`config.mk`:
```
export PLATFORM = sky130hd
export DESIGN_NAME = dizi_karsilastirma_kontrol
export DESIGN_NICKNAME = d
export VERILOG_FILES = /design/src/rtl/dizi_karsilastirma_kontrol.sv
export SDC_FILE = /design/constraint.sdc
export NUM_CORES = 1
export LEC_CHECK = 0
export CORE_MARGIN = 2
export CORE_UTILIZATION = 45
export CTS_BUF_LIST = sky130_fd_sc_hd__clkbuf_2 sky130_fd_sc_hd__clkbuf_4 sky130_fd_sc_hd__clkbuf_8
export DETAILED_ROUTE_END_ITERATION = 8
export PLACE_DENSITY = 0.71
export SYNTH_ARGS = -nofsm -noshare
export SYNTH_HDL_FRONTEND = slang
export SYNTH_SLANG_ARGS = --single-unit
```
`constraint.sdc`:
```
create_clock -name clk -period 2.1 [get_ports clk]
set_input_delay 0.315 -clock clk [delete_from_list [all_inputs] [get_ports clk]]
set_output_delay 0.315 -clock clk [all_outputs]
set_load 0.02 [all_outputs]
```
`src/rtl/dizi_karsilastirma_kontrol.sv`:
```
// Runs an equality comparison over a streamed DNA nucleotide-pair sequence and reports match,
// mismatch and first-mismatch index. Optional early abort on a mismatch threshold: ERKEN_DUR_EN.
module dizi_karsilastirma_kontrol #(
  parameter  int unsigned MAX_LEN = 256,
  localparam int unsigned CNT_W   = $clog2(MAX_LEN + 1)
) (
  input  logic             clk,
  input  logic             rst,
  input  logic             start,
  input  logic [CNT_W-1:0] uzunluk,
  input  logic             nuk_valid,
  output logic             nuk_ready,
  input  logic [1:0]       nukleotid1,
  input  logic [1:0]       nukleotid2,
  output logic [CNT_W-1:0] esleme_sayisi,
  output logic [CNT_W-1:0] fark_sayisi,
  output logic [CNT_W-1:0] ilk_fark,
  output logic             busy,
`ifdef ERKEN_DUR_EN
  input  logic [CNT_W-1:0] esik,
  output logic             erken_durdu,
`endif
  output logic             done
);

  typedef enum logic [1:0] {
    S_IDLE = 2'd0,
    S_RUN  = 2'd1,
    S_DONE = 2'd2
  } state_t;

  state_t           state_q, state_d;
  logic [CNT_W-1:0] len_q, len_d;
  logic [CNT_W-1:0] idx_q, idx_d;
  logic [CNT_W-1:0] esleme_q, esleme_d;
  logic [CNT_W-1:0] fark_q, fark_d;
  logic [CNT_W-1:0] ilk_fark_q, ilk_fark_d;
  logic             ready_q, ready_d;
  logic             busy_q, busy_d;
  logic             done_q, done_d;
`ifdef ERKEN_DUR_EN
  logic             erken_q, erken_d;
`endif

  logic [CNT_W-1:0] len_clamp_c;
  logic             xfer_c;
  logic             esit_c;

  assign len_clamp_c = (uzunluk > CNT_W'(MAX_LEN)) ? CNT_W'(MAX_LEN) : uzunluk;
  assign xfer_c      = (state_q == S_RUN) && nuk_valid && ready_q;
  assign esit_c      = (nukleotid1 == nukleotid2);

  // Next-state and next-output logic; status outputs are derived from the next state
  always_comb begin
    state_d    = state_q;
    len_d      = len_q;
    idx_d      = idx_q;
    esleme_d   = esleme_q;
    fark_d     = fark_q;
    ilk_fark_d = ilk_fark_q;
`ifdef ERKEN_DUR_EN
    erken_d    = erken_q;
`endif

    case (state_q)
      S_IDLE: begin
        if (start) begin
          len_d      = len_clamp_c;
          idx_d      = '0;
          esleme_d   = '0;
          fark_d     = '0;
          ilk_fark_d = '0;
`ifdef ERKEN_DUR_EN
          erken_d    = 1'b0;
`endif
          state_d    = (len_clamp_c == '0) ? S_DONE : S_RUN;
        end
      end
      S_RUN: begin
        if (xfer_c) begin
          if (esit_c) begin
            esleme_d = esleme_q + CNT_W'(1);
          end else begin
            fark_d = fark_q + CNT_W'(1);
            if (fark_q == '0) begin
              ilk_fark_d = idx_q;
            end
          end
          idx_d = idx_q + CNT_W'(1);
          if (idx_q == len_q - CNT_W'(1)) begin
            state_d = S_DONE;
          end
`ifdef ERKEN_DUR_EN
          // Abort as soon as this transfer brings the mismatch count up to the threshold
          if ((esik != '0) && !esit_c && ((fark_q + CNT_W'(1)) == esik)) begin
            state_d = S_DONE;
            erken_d = 1'b1;
          end
`endif
        end
      end
      S_DONE: begin
        state_d = S_IDLE;
      end
      default: begin
        state_d = S_IDLE;
      end
    endcase

    ready_d = (state_d == S_RUN);
    busy_d  = (state_d != S_IDLE);
    done_d  = (state_d == S_DONE);
  end

  always_ff @(posedge clk) begin
    if (rst) begin
      state_q    <= S_IDLE;
      len_q      <= '0;
      idx_q      <= '0;
      esleme_q   <= '0;
      fark_q     <= '0;
      ilk_fark_q <= '0;
      ready_q    <= 1'b0;
      busy_q     <= 1'b0;
      done_q     <= 1'b0;
`ifdef ERKEN_DUR_EN
      erken_q    <= 1'b0;
`endif
    end else begin
      state_q    <= state_d;
      len_q      <= len_d;
      idx_q      <= idx_d;
      esleme_q   <= esleme_d;
      fark_q     <= fark_d;
      ilk_fark_q <= ilk_fark_d;
      ready_q    <= ready_d;
      busy_q     <= busy_d;
      done_q     <= done_d;
`ifdef ERKEN_DUR_EN
      erken_q    <= erken_d;
`endif
    end
  end

  assign nuk_ready     = ready_q;
  assign esleme_sayisi = esleme_q;
  assign fark_sayisi   = fark_q;
  assign ilk_fark      = ilk_fark_q;
  assign busy          = busy_q;
  assign done          = done_q;
`ifdef ERKEN_DUR_EN
  assign erken_durdu   = erken_q;
`endif

endmodule
```
==> metrics.txt, run 1 <==
outcome=complete, no violations; Yosys top cell area share=around 40%; H-Tree Level Count=2; fin nets=383; CP Launch Type=register; Slew HR=between 60% and 70%; top sig layer=met4; Buffers & Inverters on Critical Path=1; critical path depth in cells=6; clock latency on the worst-skew pair=0.31 ns; Via density=~5.3; Final Cell Area=between 3000 and 4000 sq um; cell count after synthesis=between 200 and 300; delay of the slowest cell on the worst path=about 0.52 ns; Max Cap Viol=0; Hold Crit Depth=2; most common cell in the synthesized netlist=dfxtp_1; maximum VDD drop=0.346 mV; fillers=493; GR Util All Layers=20.0%; Worst path top cell family by delay=simple AND/OR/NAND/NOR gates; Worst Path Required=approximately 2.3 ns; Synth cell types=41; top post-synthesis cells by count=50 x dfxtp_1, 33 x nand2_1, 32 x nor2_1, 21 x xnor2_1, 18 x a21oi_1; die span in y=a little under 80 um; met2 wire length=approximately 2.7 mm; Routed WL=roughly 5.7 mm; Pwr per Cell Area=560 nW/um^2; Critical Path AT=between 2 and 2.5 ns; io pins=47; EDFF count, synth=0; RSZ-0062 raised after global routing=true; die area=6150 sq um; share of cells above drive strength 1=~14%; Die Span X=approximately 78 um; Synth area leaders=dfxtp_1 40%, xnor2_1 7.4%, nand2_1 5.0%; Post-synth ARST share=0%; Leakage=around 1.1 nW; initial antenna violation count=0; Hold Vio Cnt, Final=0; fmax=a little under 500 MHz; Setup CP Type=register to register; fin. max-slew vios=0; Mean Syn Cell Area=8.36 sq um; core area=between 5000 and 6000 sq um; Worst Reg2Reg Path Length in Cells=6; Post-Syn Area=between 2000 and 2500 sq um; Synthesis Warnings=0; cts hold-fix bufs=0; Slew @ Worst Pin=around 0.50 ns; Placed Area=about 3100 sq um; gpl congestion=~0.82; antenna cells=0; total number of vias=between 2000 and 2500; area leader, netlist=dfxtp_1; CTS Root Cell=clkbuf_8; CTS Sinks=50; Area growth syn-to-layout=31.6%; clock buffer depth=2; part of the cycle the worst path needs=a little over nine tenths; hold crit path type=register to register; Row Count=27; slowest CP cell=or4_4; clk_skew=slightly below 0.01 ns; I/O Buffers=46; critical-path cell list=buf_6 > or4_4 > or3_4 > a211oi_2 > nand4_1 > and3_1; TritonCTS Buffers=5; minimum clock period=2.07 ns; Pwr Total=about 1.8 mW; Antenna Violating Nets Remaining=0; GRT overflow=0; sequential share of the synthesized area=approximately two fifths; first-pass GRT wire length=about 10 mm; syn_nets=between 300 and 400; vias in the first global route=roughly 2200; Final HPWL DP=around 4.2 mm; nature of the critical path endpoint=register; Starting Density=around 46%; crit-path max FO=4; clock slew at reported path FFs=0.08 ns; Starting DRT DRC Count=73; metal1 wirelength=between 2 and 3 mm; # DRC=0; DR pass1 iterations=4; metal3 WL=~170 um; Synth Register Bits=50; largest net degree at the start of global routing=26; CTS tree=built; Main synth FF type=dfxtp_1; Setup Viol. Count Final=0; Routed WL per cell=13.1 um
## cells in the final DEF (no fill, tap or decap), types with 10 or more instances in the layout
cell type,netlist,routed
a21oi_1,18,18
o21ai_0,15,15
nand2_1,33,33
buf_4,1,20
xnor2_1,21,21
nor2_1,32,32
nand4_1,11,11
clkdlybuf4s50_1,0,46
dfxtp_1,50,47
nand3_1,10,10
## final cells by class
type	count	area (sq um)	share of cell area (%)
clock buffer	7	90.1	2.75
clock inverter	1	5.00	0.153
inverter	7	26.3	0.801
multi-input combinational	229	1430	43.6
sequential	50	1000	30.6
tap	72	90.1	2.75
timing repair buffer	68	633	19.3
## metrics by stage
step	setup TNS (ns)	setup slack [ns]	cells	hold WS, ns	util [%]
finish	0	0.0299	434	0.477	60.3
global route	-0.0864	-0.0591	434	0.514	60.3
CTS	0	0.0239	433	0.480	59.7
detailed placement	-0.693	-0.114	425	0.467	57.9
global placement	-0.273	-0.0844	425	0.460	57.9
floorplan	0	0.201	298	0.424	-
## state kept, by name, summed over array words and instances (netlist names)
register	cells
len_q	9
busy	1
esleme_sayisi	9
idx_q	9
done	1
ilk_fark	9
state_q	2
fark_sayisi	9
nuk_ready	1
## worst paths after layout
path             from          to  slack (ns)
max          len_q[0]  state_q[0]        0.03
min          len_q[8]    len_q[8]        0.48
max reg2reg  len_q[0]  state_q[0]        0.03
min reg2reg  len_q[8]    len_q[8]        0.48
## cell families after synthesis
family	Yosys count	synth area share, %
xor+xnor	26	9.14
mux	9	4.07
fa+ha+maj	5	2.51
compound gates	49	11.8
flops	50	40.2
simple gates	140	29.2
buf+inv	19	3.11
## per-layer routing
| metal | track usage [%] | vias up |
|---|---|---|
| li1 | - | 1182 |
| met1 | 26.9 | 1071 |
| met2 | 33.2 | 44 |
| met3 | 2.41 | 5 |
| met4 | 6.84 | 0 |
| met5 | 0 | - |
## power breakdown
group	switching, mW	internal, mW
Sequential	0.0170	0.963
Combinational	0.130	0.135
Clock	0.310	0.279
Total	0.457	1.38
## repair_timing
| item | in CTS | in global routing |
|---|---|---|
| buffers inserted | 0 | 1 |
| resized for setup | 0 | 9 |
| endpoints found under the setup margin | 0 | 4 |
## worst min-delay path: cells and delay by family, from the launching register on
family,cells,cell delay (ns)
and+or+nand+nor,1,0.05
DFF,1,0.33
AOI/OAI and AO/OA,1,0.05
No activity file was read; power rests on OpenSTA's default activity.
==> run 2, diff against run 1 <==
--- a/config.mk
+++ b/config.mk
@@ -13,3 +13,4 @@
 export SYNTH_ARGS = -nofsm -noshare
 export SYNTH_HDL_FRONTEND = slang
 export SYNTH_SLANG_ARGS = --single-unit
+export TNS_END_PERCENT = 5
==> constraint.sdc (replaced) <==
create_clock -name clk -period 2.2 [get_ports clk]
set_input_delay 0.33 -clock clk [delete_from_list [all_inputs] [get_ports clk]]
set_output_delay 0.33 -clock clk [all_outputs]
set_load 0.02 [all_outputs]
==> run 2 against run 1 <==
Die area did not move. Global-route usage barely moved. Routed wire length up 0.65%. Via count fell by 0.26%. Total power down 8.7%. Sequential power fell by 4.4%. Final area shrank 3.1%. Flip-flop and latch count unchanged. Hold slack improved by 0.0021 ns. Maximum frequency down 0.95%. First-iteration DRC count down 1.4%. Critical path depth stayed put. Critical path type unchanged. Critical endpoint is now nuk_ready. Largest power group unchanged.
==> metrics.txt, run 2 (synthesis gave the netlist of run 1 again) <==
fin nets=375 (-2.1%); Antenna Violating Nets Remaining=0 (unchanged); Hold Vio Cnt, Final=0 (unchanged); Worst path top cell family by delay=simple AND/OR/NAND/NOR gates; Setup CP Type=register to register; fmax=478 MHz (-0.95%); commonest cells after routing, fill and taps aside=49 x dfxtp_1, 46 x clkdlybuf4s50_1, 33 x nand2_1, 32 x nor2_1, 21 x xnor2_1; fillers=499 (+1.2%); TritonCTS Buffers=5 (unchanged); Leakage=1.06 nW (-4.8%); Die Span X=78.4 um (unchanged); Starting Density=45.8% (unchanged); Final HPWL DP=4.17 mm (-1.2%); I/O Buffers=46 (unchanged); Routed WL per cell=13.4 um (+2.8%); Max Cap Viol=0 (unchanged); slowest CP cell=or4_1; Buffers & Inverters on Critical Path=1 (unchanged); die area=6150 sq um (unchanged); maximum VDD drop=0.285 mV (-18%); GRT overflow=0 (unchanged); DR pass1 iterations=4 (unchanged); CP Launch Type=register; area of the multi-input gates=1410 sq um (-1.1%); Slew HR=65.9% (-0.16 points); Row Count=27 (unchanged); core area=5440 sq um (unchanged); crit-path max FO=6 (+2); outcome=complete, no violations; hold slack final=0.479 ns (+0.00211 ns); Core Util, Final=58.4% (-1.9 points); RSZ-0062 raised after global routing=false; GR Util All Layers=20.0% (about the same); most common cell after layout, fill and taps aside=dfxtp_1; initial antenna violation count=0 (unchanged); clk_skew=0.00834 ns (-0.00136 ns); hold crit path type=register to register; share of cells above drive strength 1=10.5% (-3.6 points); fin. max-slew vios=0 (unchanged); delay of the slowest cell on the worst path=0.52 ns (about the same); Slew @ Worst Pin=0.512 ns (+0.00703 ns); clock latency on the worst-skew pair=0.30 ns (about the same); part of the cycle the worst path needs=95.0% (-3.6 points); buffer count from post-CTS setup fixing=0 (unchanged); nature of the critical path endpoint=register; Worst Path Required=2.40 ns (+0.10 ns); die span in y=78.4 um (unchanged); H-Tree Level Count=2 (unchanged); Starting DRT DRC Count=72 (-1.4%); Pwr per Cell Area=527 nW/um^2 (-5.8%); Area growth syn-to-layout=27.5%; gpl congestion=0.810 (-0.80%); CTS Root Cell=clkbuf_8; # DRC=0 (unchanged); Setup Viol. Count Final=0 (unchanged); Setup TNS=0 ns (unchanged); clock slew at reported path FFs=0.09 ns (about the same); minimum clock period=2.09 ns (+0.0199 ns); clock buffer depth=2 (unchanged); critical-path cell list=buf_4 > or4_1 > or3_1 > a211oi_2 > nand4_1 > and3_1; Reg area=1000 sq um (-0.25%); total number of vias=2296 (-0.26%); vias in the first global route=2172 (-2.6%); antenna cells=0 (unchanged); first-pass GRT wire length=9.93 mm (-1.2%); CTS tree=built; io pins=47 (unchanged); Via density=5.40 (+1.9%); Critical Path AT=2.29 ns (+0.02 ns); Routed WL=5.71 mm (+0.65%); CTS Sinks=50 (unchanged); largest net degree at the start of global routing=26 (unchanged)
## run 2: final timing paths
path / slack, ns / cells past startpoint / startpoint / end
worst max-delay path: 0.11 / 6 / len_q[0] / nuk_ready
worst min register to register: 0.48 / 2 / len_q[8] / len_q[8]
worst min-delay path: 0.48 / 2 / len_q[8] / len_q[8]
worst max register to register: 0.11 / 6 / len_q[0] / nuk_ready
## run 2: timing repair
action                                  4_1_cts  5_1_grt
hold buffers                                  0        0
endpoints found under the setup margin        0        4
gates resized for setup                       0        1
## run 2: worst min-delay path: stages, from the launching register on
cell	delay [ns]
dfxtp_1	0.33
nand2_1	0.05
a21oi_1	0.05
## run 2: cell type report
class                      count  share of cell area (%)
sequential                    50                    31.5
inverter                       7                   0.827
multi-input combinational    229                    44.5
clock buffer                   5                    2.17
clock inverter                 2                   0.315
tap                           72                    2.84
timing repair buffer          60                    17.8
## run 2: per-layer routing
layer  vias up  track usage, %  wire length, um
met3         6            3.68              200
li1       1167               -                -
met4         0            5.79               63
met2        34            33.2             2700
met1      1089            26.5             2740
met5         -               0                0
## run 2: report_power, final
| group | switching (mW) | internal [mW] |
|---|---|---|
| sequential | 0.0175 | 0.919 |
| combinational | 0.121 | 0.114 |
| clock | 0.289 | 0.214 |
## run 2: per-stage QoR
| stage | power (mW) | instance area (sq um) | setup slack, ns | cells |
|---|---|---|---|---|
| final | 1.67 | 3180 | 0.110 | 425 |
| after CTS | 1.69 | 3180 | 0.0830 | 425 |
| after global routing | 1.75 | 3180 | 0.00711 | 425 |
| after detailed placement | 1.19 | 3100 | -0.0411 | 418 |
| after global placement | 1.19 | 3100 | 0.00615 | 418 |
| after floorplan | 1.09 | 2490 | 0.301 | 298 |
==> RTL edit 1: new RTL, settings of run 1 <==
Re-encode `state_t` (3 states) as one-hot, 3 bits wide.
--- a/src/rtl/dizi_karsilastirma_kontrol.sv
+++ b/src/rtl/dizi_karsilastirma_kontrol.sv
@@ -23,10 +23,10 @@
   output logic             done
 );
 
-  typedef enum logic [1:0] {
-    S_IDLE = 2'd0,
-    S_RUN  = 2'd1,
-    S_DONE = 2'd2
+  typedef enum logic [2:0] {
+    S_IDLE = 3'b001,
+    S_RUN  = 3'b010,
+    S_DONE = 3'b100
   } state_t;
 
   state_t           state_q, state_d;
Check against the original RTL: same outputs for any inputs over 4 cycles, from zero or initial values and one cycle with rst high; so few cycles prove little.
==> RTL edit 1 against run 1 <==
Final area decreased by 5.3%; wire length decreased by 12%; worst setup slack improved by 130 ps; sequential cell count increased by 1; count of clock-buffer cells in the layout decreased by 2; power increased by 4.3%; synthesized area decreased by 4.2%; cell count decreased by 10%; critical endpoint is now nuk_ready; largest power group unchanged; highest routed layer unchanged.
==> RTL edit 1: results (changes against run 1) <==
stage;metric;value;unit;change
place;dpl ws;77.6;ps;was -114 ps
route;Avg Vias per Cell;5.14;;was 5.30
global_route;global-route wire length before repair;8780;um;was 10000 um
synthesis;yosys warns;0;;unchanged
route;WL/cell;12.9;um;was 13.1 um
critical_path;Worst Path Arrival;2190;ps;was 2270 ps
route;DR iter-0 viols;138;;was 73
synthesis;most frequent cells after synthesis;51 x dfxtp_1, 33 x nor2_1, 26 x xor2_1, 16 x a21oi_1, 16 x nand2_1;;was 50 x dfxtp_1, 33 x nand2_1, 32 x nor2_1, 21 x xnor2_1, 18 x a21oi_1
synthesis;Seq/Total Area, Yosys;0.428;;was 0.402
route;drt first pass iters;4;;unchanged
place;routability congestion estimate;0.836;;was 0.816
global_route;initial antenna violation count;0;;unchanged
critical_path;R2R cell count;8;;was 6
synthesis;Synth Net Count;287;;was 320
layout;fin cells;390;;was 434
place;cell count after placement;383;;was 425
clock_network;CTS HTree Levels;2;;unchanged
layout;layout cell share with drive strength beyond 1;0.0844;;was 0.141
sta;slew margin rel.;0.725;;was 0.661
place;DP Area;3000;sq um;was 3150 sq um
critical_path;CP max stage delay;350;ps;was 520 ps
critical_path;Slowest-stage cell, CP;dfxtp_1;;was or4_4
synthesis;top cells by area, synth;dfxtp_1 43%, xor2_1 9.5%, nor2_1 5.2%;;was dfxtp_1 40%, xnor2_1 7.4%, nand2_1 5.0%
global_route;gr usage total;0.180;;was 0.200
power;Leak;1.16;nW;was 1.11 nW
synthesis;Synth cell types;38;;was 41
synthesis;Mapped Avg Cell Area;9.01;sq um;was 8.36 sq um
synthesis;number of synthesized flops with an enable pin;0;;unchanged
power;maximum VDD drop;0.279;mV;was 0.346 mV
global_route;vias in the first global route;1933;;was 2230
clock_network;CTS Buf Count;5;;unchanged
global_route;largest net degree at the start of global routing;21;;was 26
outcome;status;completed;;unchanged
critical_path;delay-heaviest family, CP;simple AND/OR/NAND/NOR gates;;unchanged
layout;antenna cells;0;;unchanged
sta;Max Clock Skew;9.49;ps;was 9.71 ps
clock_network;worst skew pair latency;300;ps;
critical_path;worst-path maximum fanout;5;;was 4
layout;fin nets;342;;was 383
place;port buffer count;46;;unchanged
place;Post-DP HPWL;3690;um;was 4220 um
[RTL edit 1: cell types whose count changed after synthesis, sizes merged, moves of 5 or more]
cell | run 1 | this run
or3 | 12 | 2
nand2b | 2 | 12
nand2 | 33 | 16
nand3 | 10 | 15
nor3b | 6 | 1
mux2 | 9 | 0
xnor2 | 21 | 11
o21ai | 15 | 5
xor2 | 5 | 26
[RTL edit 1: routing by layer]
layer	wire length, um	vias up	track usage
met4	51	0	0.0509
met5	0	-	0
li1	-	1028	-
met2	2340	29	0.302
met1	2460	940	0.233
met3	166	6	0.0376
[RTL edit 1: power breakdown]
group	total [mW]	switching (mW)	leakage (nW)	internal, mW
Sequential	1.00	0.0199	0.412	0.982
Clock	0.665	0.317	0.0502	0.348
Combinational	0.246	0.120	0.700	0.127
Total	1.91	0.456	1.16	1.46
[RTL edit 1: cells by family after synthesis]
group | count (synthesis) | share of synthesized area
fa+ha+maj | 5 | 0.0262
flops | 51 | 0.428
simple gates | 120 | 0.277
buf+inv | 16 | 0.0294
xor+xnor | 37 | 0.136
compound gates | 36 | 0.104
[RTL edit 1: area by class of cell]
class | instances | area, sq um
clock buffer | 5 | 68.8
clock inverter | 2 | 37.5
fill | 458 | 2000
inverter | 7 | 26.3
multi-input combinational | 198 | 1300
sequential | 51 | 1020
tap | 70 | 87.6
timing repair buffer | 57 | 568
[RTL edit 1: path summary, 6_finish.rpt]
| path | slack (ps) | from | to |
|---|---|---|---|
| worst min-delay path | 470 | ilk_fark[7] | ilk_fark[7] |
| worst min register to register | 470 | ilk_fark[7] | ilk_fark[7] |
| worst max register to register | 160 | len_q[1] | nuk_ready |
| worst max-delay path | 160 | len_q[1] | nuk_ready |
==> RTL edit 2: new RTL, config.mk and constraints of run 1 <==
Made on the original files. The parameter `MAX_LEN` goes from 256 to 512.
--- a/src/rtl/dizi_karsilastirma_kontrol.sv
+++ b/src/rtl/dizi_karsilastirma_kontrol.sv
@@ -1,7 +1,7 @@
 // Runs an equality comparison over a streamed DNA nucleotide-pair sequence and reports match,
 // mismatch and first-mismatch index. Optional early abort on a mismatch threshold: ERKEN_DUR_EN.
 module dizi_karsilastirma_kontrol #(
-  parameter  int unsigned MAX_LEN = 256,
+  parameter  int unsigned MAX_LEN = 512,
   localparam int unsigned CNT_W   = $clog2(MAX_LEN + 1)
 ) (
   input  logic             clk,
Interface: changed (resized esleme_sayisi, fark_sayisi, ilk_fark and uzunluk); port bits go from 47 to 51. No check against the original RTL was run, so the function may have changed too.
==> RTL edit 2 against run 1 <==
Synthesized area up 3.8%; wire length up 4.5%; power up 11%; sequential share of layout area up 1.4 points; final area up 4.9%; critical path depth up 2; via count up 0.13%; combinational power up 28%; clock skew up 2.1 ps; hold slack better by 11 ps; sequential cell count up 5; worst setup slack better by 73 ps; critical endpoint unchanged; largest power group unchanged.
==> RTL edit 2: results (changes against run 1) <==
stage;metric;value;unit;change
outcome;status;completed;;unchanged
route;DR iter-0 viols;71;;was 73
clock_network;total setup buffers inserted after CTS;0;;unchanged
place;DP Area;3330;sq um;was 3150 sq um
power;maximum VDD drop;0.294;mV;was 0.346 mV
critical_path;worst-path maximum fanout;5;;was 4
synthesis;most frequent cells after synthesis;55 x dfxtp_1, 49 x nor2_1, 23 x xor2_1, 18 x nand2_1, 13 x xnor2_1;;was 50 x dfxtp_1, 33 x nand2_1, 32 x nor2_1, 21 x xnor2_1, 18 x a21oi_1
critical_path;delay-heaviest family, CP;compound AO/OA/AOI/OAI gates;;was simple AND/OR/NAND/NOR gates
synthesis;top cells by area, synth;dfxtp_1 43%, xor2_1 7.8%, nor2_1 7.1%;;was dfxtp_1 40%, xnor2_1 7.4%, nand2_1 5.0%
place;Post-DP HPWL;4370;um;was 4220 um
synthesis;Synth Net Count;311;;was 320
clock_network;Resized cells post-CTS;1;;was 0
critical_path;Worst Path Arrival;2200;ps;was 2270 ps
synthesis;Synth Area in XOR/XNOR;0.122;;was 0.0914
place;routability congestion estimate;0.803;;was 0.816
sta;slew margin rel.;0.723;;was 0.661
synthesis;Post-Syn Area;2590;sq um;was 2490 sq um
synthesis;Seq/Total Area, Yosys;0.426;;was 0.402
route;via count;2305;;was 2302
global_route;gr usage total;0.197;;was 0.200
global_route;vias in the first global route;2187;;was 2230
place;port buffer count;50;;was 46
global_route;global-route wire length before repair;9870;um;was 10000 um
sta;Max Clock Skew;11.8;ps;was 9.71 ps
critical_path;CP max stage delay;360;ps;was 520 ps
global_route;largest net degree at the start of global routing;21;;was 26
layout;layout cell share with drive strength beyond 1;0.125;;was 0.141
clock_network;CTS HTree Levels;2;;unchanged
synthesis;Synth cell types;46;;was 41
route;drt first pass iters;4;;unchanged
power;Leak;1.29;nW;was 1.11 nW
synthesis;Post-Synth Adder-Cell Area;0.0242;;was 0.0251
route;WL/cell;13.7;um;was 13.1 um
-- RTL edit 2: stage by stage --
step           hold slack [ps]  cells  setup WS (ps)  utilization  setup TNS [ps]
6_report                   488    433            103        0.621               0
3_3_place_gp               471    425           -193        0.601           -2810
5_1_grt                    520    433           12.9        0.621               0
2_1_floorplan              424    288           75.8            -               0
4_1_cts                    490    433           11.0        0.619               0
3_5_place_dp               477    425           -231        0.601           -3320
-- RTL edit 2: layout make-up --
type / count / area (sq um)
multi-input cells: 216 / 1420
well taps: 72 / 90.1
flip-flops and latches: 55 / 1100
repair buffers: 76 / 708
fillers: 505 / 2100
inverters: 6 / 22.5
clock buffers: 6 / 76.3
clock inverters: 2 / 17.5
-- RTL edit 2: worst reg2reg max path: cells and delay by family, from the launching register on --
kind / cells / cell delay [ps]
simple gates: 1 / 160
compound gates: 5 / 1110
fa+ha+maj: 1 / 210
flops: 1 / 360
buf+inv: 1 / 70
-- RTL edit 2: path summary, 6_finish.rpt --
| path | slack [ps] | cells after the start | end | startpoint |
|---|---|---|---|---|
| setup reg to reg | 100 | 8 | state_q[0] | len_q[1] |
| setup / recovery | 100 | 8 | state_q[0] | len_q[1] |
| hold / removal | 490 | 2 | len_q[9] | len_q[9] |
| hold reg to reg | 490 | 2 | len_q[9] | len_q[9] |
-- RTL edit 2: report_power, final --
group | total [mW] | internal (mW) | switching (mW)
registers | 1.09 | 1.06 | 0.0250
clock network | 0.603 | 0.253 | 0.350
logic | 0.338 | 0.173 | 0.165
total | 2.03 | 1.49 | 0.540
-- RTL edit 2: metal layers --
layer	GRT usage	part of all wire	vias up
met5	0	0	-
met4	0.0559	0.011	0
met3	0.0486	0.032	6
met2	0.348	0.50	47
met1	0.237	0.46	1093
li1	-	-	1159
